===== src/rtl/exception_wb_ctrl_pkg.sv =====
// rtl/exception_wb_ctrl_pkg.sv - shared exception codes, status register index and stage entry type
// Purpose: constants shared by the execute-side code generator and the writeback controller.
// Contents: EXC_* codes, STATUS_REG index, stage_t pipeline entry {valid, we, exc, rd, data}.
package exception_wb_ctrl_pkg;

    localparam logic [2:0] EXC_NONE = 3'd0;
    localparam logic [2:0] EXC_ADD  = 3'd1;
    localparam logic [2:0] EXC_ADDI = 3'd2;
    localparam logic [2:0] EXC_SUB  = 3'd3;

    localparam int STATUS_REG = 30;
    localparam int STAGE_W    = 42;

    typedef struct packed {
        logic        valid;
        logic        we;
        logic [2:0]  exc;
        logic [4:0]  rd;
        logic [31:0] data;
    } stage_t;

endpackage


===== src/rtl/exc_stage_reg.sv =====
// rtl/exc_stage_reg.sv - 42-bit pipeline stage latch with hold and bubble insertion
// Purpose: one pipeline latch carrying an instruction and its exception code.
// Ports:
//   clock  in   system clock
//   reset  in   synchronous active-high clear (entry becomes invalid, all fields 0)
//   hold   in   keep current contents (has priority over bubble)
//   bubble in   load an empty entry instead of d
//   d      in   stage_t entry from the previous stage
//   q      out  stage_t entry held by this stage
module exc_stage_reg
    import exception_wb_ctrl_pkg::*;
(
    input  logic   clock,
    input  logic   reset,
    input  logic   hold,
    input  logic   bubble,
    input  stage_t d,
    output stage_t q
);

    stage_t q_q;
    stage_t q_d;

    always_comb begin
        q_d = q_q;
        if (!hold) begin
            q_d = bubble ? stage_t'('0) : d;
        end
    end

    always_ff @(posedge clock) begin
        if (reset) begin
            q_q <= stage_t'('0);
        end else begin
            q_q <= q_d;
        end
    end

    assign q = q_q;

endmodule


===== src/rtl/exception_wb_ctrl.sv =====
// rtl/exception_wb_ctrl.sv - exception code carriage through X/M, M/W and writeback to status register
// Purpose: carries the execute exception code with its instruction, turns an excepting
//   instruction's writeback into a write of the code into STATUS_REG, and keeps sticky
//   last-code/pending status with ack plus a saturating exception counter.
// Ports:
//   clock, reset                  system clock, synchronous active-high reset
//   x_valid/x_exception/x_rd/x_result/x_we   instruction leaving execute
//   stall                         freeze M and W, flush ignored, nothing retires
//   flush                         replace the X instruction with a bubble in M
//   w_we/w_rd/w_data              register file write port (combinational from W)
//   exc_pending/exc_code/exc_ack  sticky status and host acknowledge
//   exc_count                     saturating count of retired exceptions
module exception_wb_ctrl
    import exception_wb_ctrl_pkg::*;
#(
    parameter int STATUS_REG = exception_wb_ctrl_pkg::STATUS_REG,
    parameter int CNT_W      = 8
) (
    input  logic             clock,
    input  logic             reset,
    input  logic             x_valid,
    input  logic [2:0]       x_exception,
    input  logic [4:0]       x_rd,
    input  logic [31:0]      x_result,
    input  logic             x_we,
    input  logic             stall,
    input  logic             flush,
    output logic             w_we,
    output logic [4:0]       w_rd,
    output logic [31:0]      w_data,
    output logic             exc_pending,
    output logic [2:0]       exc_code,
    input  logic             exc_ack,
    output logic [CNT_W-1:0] exc_count
);

    stage_t x_entry;
    stage_t m_q;
    stage_t w_q;

    assign x_entry = '{valid: x_valid, we: x_we, exc: x_exception, rd: x_rd, data: x_result};

    exc_stage_reg u_xm (
        .clock  (clock),
        .reset  (reset),
        .hold   (stall),
        .bubble (flush),
        .d      (x_entry),
        .q      (m_q)
    );

    exc_stage_reg u_mw (
        .clock  (clock),
        .reset  (reset),
        .hold   (stall),
        .bubble (1'b0),
        .d      (m_q),
        .q      (w_q)
    );

    logic w_exc;
    logic retire_exc;

    assign w_exc      = w_q.valid && (w_q.exc != EXC_NONE);
    // Status is updated only on the edge where W actually moves on, so a stalled
    // excepting instruction is counted once.
    assign retire_exc = w_exc && !stall;

    always_comb begin
        w_we   = 1'b0;
        w_rd   = w_q.rd;
        w_data = w_q.data;
        if (w_exc) begin
            w_we   = 1'b1;
            w_rd   = 5'(STATUS_REG);
            w_data = {29'b0, w_q.exc};
        end else begin
            w_we = w_q.valid && w_q.we && (w_q.rd != 5'd0);
        end
    end

    logic             exc_pending_q, exc_pending_d;
    logic [2:0]       exc_code_q, exc_code_d;
    logic [CNT_W-1:0] exc_count_q, exc_count_d;

    always_comb begin
        exc_pending_d = exc_pending_q;
        exc_code_d    = exc_code_q;
        exc_count_d   = exc_count_q;
        // A newly retiring exception beats a coincident ack.
        if (retire_exc) begin
            exc_pending_d = 1'b1;
            exc_code_d    = w_q.exc;
            if (exc_count_q != {CNT_W{1'b1}}) begin
                exc_count_d = exc_count_q + CNT_W'(1);
            end
        end else if (exc_ack && exc_pending_q) begin
            exc_pending_d = 1'b0;
        end
    end

    always_ff @(posedge clock) begin
        if (reset) begin
            exc_pending_q <= 1'b0;
            exc_code_q    <= 3'd0;
            exc_count_q   <= '0;
        end else begin
            exc_pending_q <= exc_pending_d;
            exc_code_q    <= exc_code_d;
            exc_count_q   <= exc_count_d;
        end
    end

    assign exc_pending = exc_pending_q;
    assign exc_code    = exc_code_q;
    assign exc_count   = exc_count_q;

endmodule


===== config.mk =====
export PLATFORM = sky130hd
export DESIGN_NAME = exception_wb_ctrl
export DESIGN_NICKNAME = d
export VERILOG_FILES = /design/src/rtl/exception_wb_ctrl_pkg.sv /design/src/rtl/exc_stage_reg.sv /design/src/rtl/exception_wb_ctrl.sv
export SDC_FILE = /design/constraint.sdc
export NUM_CORES = 1
export LEC_CHECK = 0
export BUFFER_PORTS_ARGS = -buffer_cell sky130_fd_sc_hd__clkbuf_2
export CORE_UTILIZATION = 52
export CTS_CLUSTER_DIAMETER = 200
export DETAILED_ROUTE_END_ITERATION = 8
export PLACE_DENSITY = 0.91
export RECOVER_POWER = 100
export SLEW_MARGIN = 5
export SYNTH_ARGS = -nofsm -noshare
export SYNTH_HDL_FRONTEND = slang
export SYNTH_SLANG_ARGS = --single-unit

===== constraint.sdc =====
create_clock -name clock -period 2.1 [get_ports clock]
set_input_delay 0.315 -clock clock [delete_from_list [all_inputs] [get_ports clock]]
set_output_delay 0.315 -clock clock [all_outputs]
set_load 0.02 [all_outputs]

==> impl_metrics.env <==
export IMPL_routed_wl_mm=8.10
export IMPL_finalNonFillerCells=577
export IMPL_endpoint_kind="primary output"
export IMPL_synth_yosys_seq_area_share_pct=51.6
export IMPL_worst_setup_path_start_kind="flip-flop"
export IMPL_critical_path_required_ns=1.78
export IMPL_overflow=0
export IMPL_synth_seq_cells=96
export IMPL_cts_tree="built"
export IMPL_cts_buffer_depth=2
export IMPL_net_count_final=524
export IMPL_drt_drc=0
export IMPL_io_pins=97
export IMPL_place_detailed_instances=560
export IMPL_die_height_um=86.6
export IMPL_route_detailed_vias_per_inst=5.27
export IMPL_fmax_mhz=494
export IMPL_clk_pin_slew_ns=0.09
export IMPL_relative_area_change_from_synthesis_to_final_layout_pct=20.5
export IMPL_finalMaxSlewViolations=0
export IMPL_synth_lib_cells_used_distinct=40
export IMPL_clock_tree_root_cell="sky130_fd_sc_hd__clkbuf_8"
export IMPL_post_dp_hpwl_mm=5.59
export IMPL_grt_pass1_vias=2847
export IMPL_cts_buffers=9
export IMPL_status="finished, final reports clean"
export IMPL_setup_total_negative_slack_ns=0
export IMPL_post_synth_instance_area_sq_um=3720
export IMPL_drive_gt1_share_pct=20.6
export IMPL_critical_path_cell_chain="or4_1 > o211ai_1 > nand2_1 > clkbuf_2"
export IMPL_yosysWarningCount=0
export IMPL_antenna_found_initial=0
export IMPL_drtAntennaViolNets=0
export IMPL_grt_use_total_pct=23.0
export IMPL_detailroute_via_count=3043
export IMPL_number_of_failing_setup_endpoints_in_the_final_timing_report=0
export IMPL_io_buffers=96
export IMPL_utilization_pct=65.3
export IMPL_final_hold_viol_count=0
export IMPL_maximum_number_of_pins_on_one_net_before_global_route_repair=43
export IMPL_coreArea_sq_um=6870
export IMPL_skew_ns=0.00810
export IMPL_clock_sinks=96
export IMPL_r2r_start="exc_count[0]"
export IMPL_htreeDepth=3
export IMPL_critical_path_max_stage_delay_ns=0.58
export IMPL_num_rows=30
export IMPL_setup_repair_after_global_routing_missed_its_margin="false"
export IMPL_floorplan_initialDensity_pct=54.2
export IMPL_cpLargestDelayFamily="simple AND/OR/NAND/NOR gates"
export IMPL_dieWidth_um=86.6
export IMPL_grt_first_pass_wirelength_mm=13.4
export IMPL_worstHoldStart="x_result[9]"
export IMPL_netlist_instances=388
export IMPL_synthesis_area_per_instance_sq_um=9.60
export IMPL_power_per_cell_area_nw_per_um2=776
export IMPL_detailedRoute_firstPassIterationCount=4
export IMPL_largest_driver_fanout_on_the_critical_path=3
export IMPL_diodes=0
export IMPL_maxCapViolations=0
export IMPL_irDropWorstVdd_v=0.000685
export IMPL_final_min_period_over_clock_period_pct=96.4
export IMPL_worst_pin_slew_ns=0.853
export IMPL_clock_latency_reported_for_the_late_side_of_the_worst_skew_pair_ns=0.36
export IMPL_design_die_area_sq_um=7500
export IMPL_report_power_total_mw=3.48
export IMPL_critPathKind="flip-flop to primary output"
export IMPL_gp_congestion=0.820
export IMPL_max_slew_margin_rel_pct=43.1
export IMPL_detail_route_wl_per_cell_um=14.0
export IMPL_min_path_type="input port to flip-flop"
export IMPL_data_arrival_time_of_the_critical_path_ns=1.71
export IMPL_timing_critical_path_slowest_stage_cell="sky130_fd_sc_hd__or4_1"
export IMPL_period_needed_ns=2.02
export IMPL_drt_first_iter_violations=144
export IMPL_critPathBufInv=1
export IMPL_synthesis_nets=436
export IMPL_launching_instance_or_port_of_the_critical_path="u_mw.q[32]"
export IMPL_power_leakage_nw=1.96
[logic make-up after synthesis]
kind of cell,count (synthesis),share of synthesized area (%)
adders and majority gates,1,0.336
buffers and inverters,31,3.46
and+or+nand+nor,151,19.4
xor gates and xnor gates,1,0.235
muxes,46,12.4
AOI/OAI and AO/OA,62,12.5
DFF,96,51.6
[report_power, final]
part           leakage, nW  switching [mW]  internal [mW]
logic                 1.07           0.150          0.116
registers            0.779          0.0264           1.87
clock network        0.106           0.620          0.702
total                 1.96           0.797           2.68
[cell usage after synthesis]
cell type	number	area, sq um
sky130_fd_sc_hd__nor2_1	93	349
sky130_fd_sc_hd__and4_4	1	11.3
sky130_fd_sc_hd__nor3_1	1	5.00
sky130_fd_sc_hd__nand3b_1	1	7.51
sky130_fd_sc_hd__or4b_1	1	10.0
sky130_fd_sc_hd__nor4_1	1	6.26
sky130_fd_sc_hd__o21ai_0	5	25.0
sky130_fd_sc_hd__buf_4	1	7.51
sky130_fd_sc_hd__a211oi_4	1	20.0
sky130_fd_sc_hd__buf_1	5	18.8
sky130_fd_sc_hd__nor2b_1	2	12.5
sky130_fd_sc_hd__o41ai_1	1	8.76
sky130_fd_sc_hd__a22oi_1	41	308
sky130_fd_sc_hd__mux2_1	1	11.3
sky130_fd_sc_hd__o211ai_1	1	7.51
sky130_fd_sc_hd__dfxtp_1	96	1920
sky130_fd_sc_hd__xnor2_1	1	8.76
sky130_fd_sc_hd__or2b_1	1	7.51
sky130_fd_sc_hd__or4_1	1	7.51
sky130_fd_sc_hd__buf_2	7	35.0
sky130_fd_sc_hd__o31ai_4	1	21.3
sky130_fd_sc_hd__nor2_4	1	11.3
sky130_fd_sc_hd__inv_1	1	3.75
sky130_fd_sc_hd__a31o_2	1	8.76
sky130_fd_sc_hd__a21oi_1	8	40.0
sky130_fd_sc_hd__and4b_1	1	10.0
sky130_fd_sc_hd__clkbuf_1	17	63.8
sky130_fd_sc_hd__nand4_1	2	12.5
sky130_fd_sc_hd__mux2i_1	44	440
sky130_fd_sc_hd__and3_1	1	6.26
sky130_fd_sc_hd__a22o_1	3	26.3
sky130_fd_sc_hd__nor3b_1	1	7.51
sky130_fd_sc_hd__nand2_1	5	18.8
sky130_fd_sc_hd__mux2_2	1	11.3
sky130_fd_sc_hd__nand3_1	2	10.0
sky130_fd_sc_hd__nor4b_1	1	8.76
sky130_fd_sc_hd__ha_1	1	12.5
sky130_fd_sc_hd__and2_1	30	188
sky130_fd_sc_hd__nand2b_1	4	25.0
sky130_fd_sc_hd__and2_4	1	8.76
[worst register-to-register path, stage by stage (launching register included)]
cell	delay [ns]
sky130_fd_sc_hd__dfxtp_1	0.36
sky130_fd_sc_hd__ha_1	0.26
sky130_fd_sc_hd__and4_1	0.24
sky130_fd_sc_hd__and2_0	0.19
sky130_fd_sc_hd__nor4b_1	0.35
sky130_fd_sc_hd__mux2_1	0.35
[placed cells by master (no fill, tap or decap), types with 2 or more instances in the layout]
cell type                    instances
sky130_fd_sc_hd__dfxtp_1            96
sky130_fd_sc_hd__a21oi_1             8
sky130_fd_sc_hd__a22oi_1            41
sky130_fd_sc_hd__clkinvlp_4          2
sky130_fd_sc_hd__clkbuf_8           10
sky130_fd_sc_hd__and2_0              8
sky130_fd_sc_hd__clkbuf_1           30
sky130_fd_sc_hd__o21ai_0             5
sky130_fd_sc_hd__mux2i_1            44
sky130_fd_sc_hd__nand4_1             2
sky130_fd_sc_hd__nor2_1             92
sky130_fd_sc_hd__and2_1             23
sky130_fd_sc_hd__buf_4               5
sky130_fd_sc_hd__nor2b_1             2
sky130_fd_sc_hd__nand2_1             5
sky130_fd_sc_hd__bufinv_16           2
sky130_fd_sc_hd__nand2b_1            4
sky130_fd_sc_hd__a22o_1              3
sky130_fd_sc_hd__clkbuf_2           69
sky130_fd_sc_hd__nand3_1             2
sky130_fd_sc_hd__buf_12              3
[flip-flops by register name, indices dropped and copies added, names as in the netlist]
signal and count:
u_xm.q 42, exc_code 3, u_mw.q 42, exc_count 8, exc_pending 1
[final timing paths]
kind / end / slack [ns] / cells past startpoint
worst min-delay path: u_xm.q[9] / 0.19 / 3
worst max register to register: exc_count[5] / 0.23 / 5
worst min register to register: exc_code[1] / 0.49 / 2
worst max-delay path: w_we / 0.08 / 4
[metrics by stage]
step	instance area (sq um)	worst slack [ns]	hold slack, ns
floorplan	3720	0.320	0.455
global placement	4320	0.355	0.461
detailed placement	4320	0.309	0.469
CTS	4540	0.0506	0.176
global route	4490	0.0142	0.180
finish	4490	0.0754	0.187
[repair_timing]
item	4_1_cts	5_1_grt
setup buffers	0	1
hold buffers	0	0
resized for setup	0	0
endpoints found under the setup margin	0	4
[cell type report]
type	instances	area [sq um]
Sequential cell	96	1920
Multi-Input combinational cell	261	1660
Tap cell	96	120
Clock buffer	11	141
Inverter	1	3.75
Clock inverter	5	80.1
Fill cell	583	2380
Timing Repair Buffer	107	557
[per-layer routing]
metal  vias to the layer above  GRT usage (%)  wire length (um)
met4                         0           11.8               196
met2                        97           36.9              3960
met5                         -              0                 0
met3                        20           5.05               389
li1                       1506              -                 -
met1                      1420           29.1              3550
(Power assumes the default switching activity.)
